`src/rtl/ps2_rx_frame.sv`:
```
// PS/2 device-to-host receive front end: pin synchronizers, clock de-glitch
// filter, 11-bit frame deserializer with start/parity/stop checking, and a
// valid/ack byte handshake with sticky overrun and timeout flags.
module ps2_rx_frame #(
    parameter int unsigned FILTER_LEN     = 8,
    parameter int unsigned TIMEOUT_CYCLES = 200000
) (
    input  logic        Bus2IP_Clk,
    input  logic        Bus2IP_Resetn,
    input  logic        ps2_clk_in,
    input  logic        ps2_data_in,
    input  logic        rx_ack,
    input  logic        err_clr,
    output logic [7:0]  rx_data,
    output logic [10:0] rx_frame,
    output logic        rx_valid,
    output logic        rx_parity_err,
    output logic        rx_frame_err,
    output logic        rx_overrun,
    output logic        rx_timeout,
    output logic        busy
);

    localparam int unsigned FRAME_W = 11;
    localparam int unsigned BCNT_W  = 4;
    localparam int unsigned FCNT_W  = $clog2(FILTER_LEN);
    localparam int unsigned TO_W    = $clog2(TIMEOUT_CYCLES);

    localparam logic [FCNT_W-1:0] FILT_MAX = FCNT_W'(FILTER_LEN - 1);
    localparam logic [TO_W-1:0]   TO_MAX   = TO_W'(TIMEOUT_CYCLES - 1);
    localparam logic [BCNT_W-1:0] LAST_BIT = BCNT_W'(FRAME_W - 1);

    typedef enum logic [1:0] {
        S_IDLE  = 2'd0,
        S_SHIFT = 2'd1,
        S_DONE  = 2'd2
    } state_t;

    state_t state;
    state_t state_nxt;

    logic [1:0]         clk_sync;
    logic [1:0]         data_sync;
    logic               clk_s;
    logic               data_s;
    logic               clk_f;
    logic               clk_f_d;
    logic [FCNT_W-1:0]  filt_cnt;
    logic [FRAME_W-1:0] shift_reg;
    logic [BCNT_W-1:0]  bit_cnt;
    logic [TO_W-1:0]    to_cnt;

    logic fall_c;
    logic shift_en_c;
    logic load_c;
    logic overrun_set_c;
    logic timeout_set_c;

    assign clk_s  = clk_sync[1];
    assign data_s = data_sync[1];
    assign fall_c = clk_f_d & ~clk_f;

    // Two-flop synchronizers; idle-high so reset looks like an idle bus.
    always_ff @(posedge Bus2IP_Clk or negedge Bus2IP_Resetn) begin
        if (!Bus2IP_Resetn) begin
            clk_sync  <= 2'b11;
            data_sync <= 2'b11;
        end else begin
            clk_sync  <= {clk_sync[0], ps2_clk_in};
            data_sync <= {data_sync[0], ps2_data_in};
        end
    end

    // Filtered clock follows the synced clock only after FILTER_LEN stable cycles.
    always_ff @(posedge Bus2IP_Clk or negedge Bus2IP_Resetn) begin
        if (!Bus2IP_Resetn) begin
            clk_f    <= 1'b1;
            clk_f_d  <= 1'b1;
            filt_cnt <= '0;
        end else begin
            clk_f_d <= clk_f;
            if (clk_s != clk_f) begin
                if (filt_cnt == FILT_MAX) begin
                    clk_f    <= clk_s;
                    filt_cnt <= '0;
                end else begin
                    filt_cnt <= filt_cnt + FCNT_W'(1);
                end
            end else begin
                filt_cnt <= '0;
            end
        end
    end

    // FSM state register.
    always_ff @(posedge Bus2IP_Clk or negedge Bus2IP_Resetn) begin
        if (!Bus2IP_Resetn) begin
            state <= S_IDLE;
        end else begin
            state <= state_nxt;
        end
    end

    // FSM next state and datapath control strobes.
    always_comb begin
        state_nxt     = state;
        shift_en_c    = 1'b0;
        load_c        = 1'b0;
        overrun_set_c = 1'b0;
        timeout_set_c = 1'b0;
        case (state)
            S_IDLE: begin
                if (fall_c) begin
                    shift_en_c = 1'b1;
                    state_nxt  = S_SHIFT;
                end
            end
            S_SHIFT: begin
                if (fall_c) begin
                    shift_en_c = 1'b1;
                    if (bit_cnt == LAST_BIT) begin
                        state_nxt = S_DONE;
                    end
                end else if (to_cnt == TO_MAX) begin
                    timeout_set_c = 1'b1;
                    state_nxt     = S_IDLE;
                end
            end
            S_DONE: begin
                state_nxt = S_IDLE;
                if (!rx_valid || rx_ack) begin
                    load_c = 1'b1;
                end else begin
                    overrun_set_c = 1'b1;
                end
            end
            default: begin
                state_nxt = S_IDLE;
            end
        endcase
    end

    // Shift register (LSB arrives first, enters at the top), bit and timeout counters.
    always_ff @(posedge Bus2IP_Clk or negedge Bus2IP_Resetn) begin
        if (!Bus2IP_Resetn) begin
            shift_reg <= '0;
            bit_cnt   <= '0;
            to_cnt    <= '0;
        end else begin
            if (shift_en_c) begin
                shift_reg <= {data_s, shift_reg[FRAME_W-1:1]};
            end
            if (state == S_IDLE) begin
                bit_cnt <= shift_en_c ? BCNT_W'(1) : '0;
            end else if (shift_en_c) begin
                bit_cnt <= bit_cnt + BCNT_W'(1);
            end
            if (state != S_SHIFT || fall_c) begin
                to_cnt <= '0;
            end else if (to_cnt != TO_MAX) begin
                to_cnt <= to_cnt + TO_W'(1);
            end
        end
    end

    // Held byte, error qualifiers and valid/ack handshake.
    always_ff @(posedge Bus2IP_Clk or negedge Bus2IP_Resetn) begin
        if (!Bus2IP_Resetn) begin
            rx_data       <= '0;
            rx_frame      <= '0;
            rx_parity_err <= 1'b0;
            rx_frame_err  <= 1'b0;
            rx_valid      <= 1'b0;
        end else begin
            if (load_c) begin
                rx_frame      <= shift_reg;
                rx_data       <= shift_reg[8:1];
                rx_parity_err <= ~(^shift_reg[9:1]);
                rx_frame_err  <= shift_reg[0] | ~shift_reg[10];
                rx_valid      <= 1'b1;
            end else if (rx_ack) begin
                rx_valid <= 1'b0;
            end
        end
    end

    // Sticky error flags (a set event beats a same-cycle clear) and busy.
    always_ff @(posedge Bus2IP_Clk or negedge Bus2IP_Resetn) begin
        if (!Bus2IP_Resetn) begin
            rx_overrun <= 1'b0;
            rx_timeout <= 1'b0;
            busy       <= 1'b0;
        end else begin
            if (overrun_set_c) begin
                rx_overrun <= 1'b1;
            end else if (err_clr) begin
                rx_overrun <= 1'b0;
            end
            if (timeout_set_c) begin
                rx_timeout <= 1'b1;
            end else if (err_clr) begin
                rx_timeout <= 1'b0;
            end
            busy <= (state_nxt == S_SHIFT);
        end
    end

endmodule

```
`config.mk`:
```
export PLATFORM = sky130hd
export DESIGN_NAME = ps2_rx_frame
export DESIGN_NICKNAME = d
export VERILOG_FILES = /design/src/rtl/ps2_rx_frame.sv
export SDC_FILE = /design/constraint.sdc
export NUM_CORES = 1
export LEC_CHECK = 0
export ABC_AREA = 1
export BUFFER_PORTS_ARGS = -buffer_cell sky130_fd_sc_hd__buf_2
export CAP_MARGIN = 20
export CORE_ASPECT_RATIO = 1.4
export CORE_UTILIZATION = 52
export CTS_CLUSTER_DIAMETER = 200
export DETAILED_ROUTE_END_ITERATION = 7
export PLACE_DENSITY = 0.74
export RECOVER_POWER = 100
export SLEW_MARGIN = 20
export SYNTH_ARGS = -nofsm -noshare
export SYNTH_HDL_FRONTEND = slang
export SYNTH_SLANG_ARGS = --single-unit
```
`constraint.sdc`:
```
create_clock -name Bus2IP_Clk -period 1.4 [get_ports Bus2IP_Clk]
set_input_delay 0.07 -clock Bus2IP_Clk [delete_from_list [all_inputs] [get_ports Bus2IP_Clk]]
set_output_delay 0.07 -clock Bus2IP_Clk [all_outputs]
set_load 0.1 [all_outputs]
```
==> impl_metrics.tcl <==
set metrics [dict create \
    status "complete, but fails checks" \
    violations "negative hold slack, negative setup slack" \
    htreeDepth 3 \
    routed-wl-met2_um 3133 \
    grt_pass1_wl_um 9535 \
    drv_slew 0 \
    synth_xor_xnor_area_share 0.03361 \
    clk_pin_slew_worst_paths_ns 0.07 \
    critPathRequiredTime_ns 1.62 \
    hp-start "rx_ack" \
    cts.sinks 61 \
    cellLeakagePower_nw 1.716 \
    crit_family "simple AND/OR/NAND/NOR gates" \
    switchingPower_mw 1.729 \
    hold_class "primary input to flip-flop" \
    r2r-end "to_cnt[1]$_DFFE_PN0P_" \
    drt_iter0_markers 133 \
    slowest_delay_ns 0.39 \
    gp_congestion 0.9326 \
    max-slew-margin-rel 0.4674 \
    clock_latency_ns 0.34 \
    die_h_um 89.85 \
    final_core_util 0.6803 \
    top_layer "met4" \
    wl_per_cell_um 12.73 \
    dieArea_um2 5818 \
    largest_reg_flops 18 \
    clkPwrFrac 0.349 \
    syn-num-nets 335 \
    worstMarginPinSlew_ns 0.7989 \
    core_region_area_um2 5236 \
    ios 31 \
    vdd_ir_drop_max_mv 1.424 \
    final_nets 388 \
    ys_seq_area_frac 0.5351 \
    synthAdderAreaFrac 0.02182 \
    synth-main-ff-cell "dfrtp_1" \
    synthMuxAreaShare 0 \
    finalCritPeriodShare 1.000 \
    critical_path_arrival_ns 1.62 \
    period_needed_ns 1.400 \
    numCtsBuffers 9 \
    max_freq_mhz 714.1 \
    synth_edf_count 0 \
    row_count 31 \
    synth_top_family_by_area "simple AND/OR/NAND/NOR gates" \
    cts_max_path_buffers 2 \
    drive_gt1_frac 0.2958 \
    critical_path_class "flip-flop to flip-flop" \
    antenna_cells 0 \
    r2r_setup_slack_ns -0.0003 \
    drt_first_pass_iters 4 \
    setup_viol 1 \
    p_seq_frac 0.390 \
    wl_um 5701 \
    p_int_mw 3.834 \
    min_to "rx_valid$_DFFE_PN0P_" \
    synth-seq-cells 61 \
    p_comb_frac 0.261 \
    maxCapViolCount 0 \
    p_sw_frac 0.3108 \
    grt_pass1_vias 2225 \
    final_cell_mix "nand2_1 (72), dfrtp_1 (44), inv_1 (37)" \
    worstPathMaxFanout 4 \
    ys_warn_count 0 \
    yosys.area_share.simple 0.2610 \
    cts-root-buf "clkbuf_8" \
    hold_depth 4 \
    final_common_cell "nand2_1" \
    synth-compound-area-share 0.06067 \
    io_buffer_count 30 \
    drc 0 \
    antenna_found_initial 0 \
    vias 2280 \
    hold_viol 1 \
    detail_route.wirelength.met1_um 2257 \
    async_flop_share 1.000 \
    timing.hold.ws_ns -0.006381 \
    reg2reg_depth 6 \
    viasPerCell 5.089 \
    syn_avg_cell_area_um2 8.847 \
    skew_ns 0.01187 \
    ant_nets 0 \
    p_per_area_nw_per_um2 1562 \
    critPathBufInv 1 \
    fin_ws_ns -0.0003302 \
    wl_met3_um 140 \
    grt_max_degree 38 \
    area_growth_pct 24.27 \
    netlist_area_um2 2866 \
    grt.overflow.total 0 \
    dp_hpwl_um 3907 \
    cts_tree "yes" \
    rsz0062_at_grt "true" \
    grtUsageTotal 0.2168 \
    r2r-start "to_cnt[15]$_DFFE_PN0P_" \
    synthCells 324 \
    cp_slowest_cell "dfrtp_1" \
    fp.dieW_um 64.75 \
    crit_path_start_kind "flip-flop" \
    initial_core_util 0.5474 \
    ys_types 30 \
    endpoint_kind "flip-flop" \
    path_cells "inv_1, nand4_1, nor3_4, nand2_2, nand3_2, nand2_1" \
]
[cells in the mapped netlist (2+ instances only)]
| master | n | area [um2] |
|---|---|---|
| nor2_1 | 29 | 108.9 |
| nand2_1 | 76 | 285.3 |
| dfstp_2 | 6 | 157.7 |
| xor2_1 | 9 | 78.83 |
| nor3_1 | 6 | 30.03 |
| xnor2_1 | 2 | 17.52 |
| nand4_1 | 8 | 50.05 |
| buf_4 | 8 | 60.06 |
| nor2_2 | 4 | 25.02 |
| ha_1 | 5 | 62.56 |
| or2_2 | 3 | 18.77 |
| nor2_4 | 3 | 33.78 |
| o21ai_1 | 11 | 55.05 |
| nand3_1 | 18 | 90.09 |
| inv_1 | 40 | 150.1 |
| nand2_2 | 4 | 25.02 |
| buf_6 | 2 | 22.52 |
| nand3_2 | 3 | 30.03 |
| dfrtp_1 | 55 | 1376 |
| nor3_2 | 2 | 20.02 |
| a21oi_1 | 4 | 20.02 |
| buf_2 | 2 | 10.01 |
| o21ai_0 | 17 | 85.08 |
[repair_timing]
item                                    CTS  global route
endpoints found under the hold margin    63             0
hold buffers                              4             0
endpoints found under the setup margin    5            20
setup buffers                             0             5
pin swaps                                 0             7
resized for setup                         2            24
[worst min-delay path, delay by kind of cell]
kind	cells	cell delay, ns
buffers and inverters	2	0.14
AND/OR/NAND/NOR	2	0.09
[cells by family (layout without fill, tap and decap cells)]
| kind of cell | count (synthesis) | in the layout |
|---|---|---|
| compound gates | 34 | 34 |
| xor+xnor | 11 | 11 |
| fa+ha+maj | 5 | 5 |
| buf+inv | 54 | 112 |
| flops | 61 | 61 |
| simple gates | 159 | 159 |
[per-layer routing]
layer	vias to the layer above	track usage
li1	1127	-
met1	1088	0.2331
met2	50	0.3880
met3	15	0.04442
met4	0	0.1093
met5	-	0
[through the flow]
step           setup WS (ns)    TNS [ns]  area (um2)  cells  power [mW]
6_report          -0.0003302  -0.0003302        3562    448       5.564
3_5_place_dp        -0.02873    -0.06513        3196    423       3.511
2_1_floorplan        0.01810           0        2878    324       2.970
5_1_grt             -0.08392     -0.6248        3562    448       5.848
3_3_place_gp         0.04833           0        3196    423       3.463
4_1_cts             0.001699           0        3498    443       5.478
[cell type report]
cell class | instances | area (um2)
fillers | 417 | 1674
flip-flops and latches | 61 | 1548
multi-input cells | 209 | 1160
repair buffers | 55 | 367.9
clock buffers | 12 | 155.1
inverters | 41 | 153.9
clock inverters | 4 | 95.09
well taps | 66 | 82.58
[power by group through the flow]
stage / Clock [mW] / Combinational, mW / Sequential (mW)
5_1_grt: 2.04 / 1.62 / 2.19
2_1_floorplan: 0 / 0.706 / 2.26
3_3_place_gp: 0 / 1.30 / 2.16
4_1_cts: 1.97 / 1.36 / 2.15
3_5_place_dp: 0 / 1.33 / 2.18
6_report: 1.94 / 1.45 / 2.17
[how the worst max path moves through the flow]
stage                           start                        to  slack (ns)  depth (start not counted)
2_1_floorplan    rx_valid$_DFFE_PN0P_  rx_frame[10]$_DFFE_PN0P_        0.02                          7
3_3_place_gp    to_cnt[0]$_DFFE_PN0P_     to_cnt[0]$_DFFE_PN0P_        0.05                          6
3_5_place_dp    to_cnt[1]$_DFFE_PN0P_     to_cnt[0]$_DFFE_PN0P_       -0.03                          6
4_1_cts         to_cnt[1]$_DFFE_PN0P_    to_cnt[16]$_DFFE_PN0P_       0.002                          9
5_1_grt        to_cnt[13]$_DFFE_PN0P_     to_cnt[0]$_DFFE_PN0P_       -0.08                          6
6_report       to_cnt[15]$_DFFE_PN0P_     to_cnt[1]$_DFFE_PN0P_     -0.0003                          6
No activity file was read; power rests on OpenSTA's default activity.
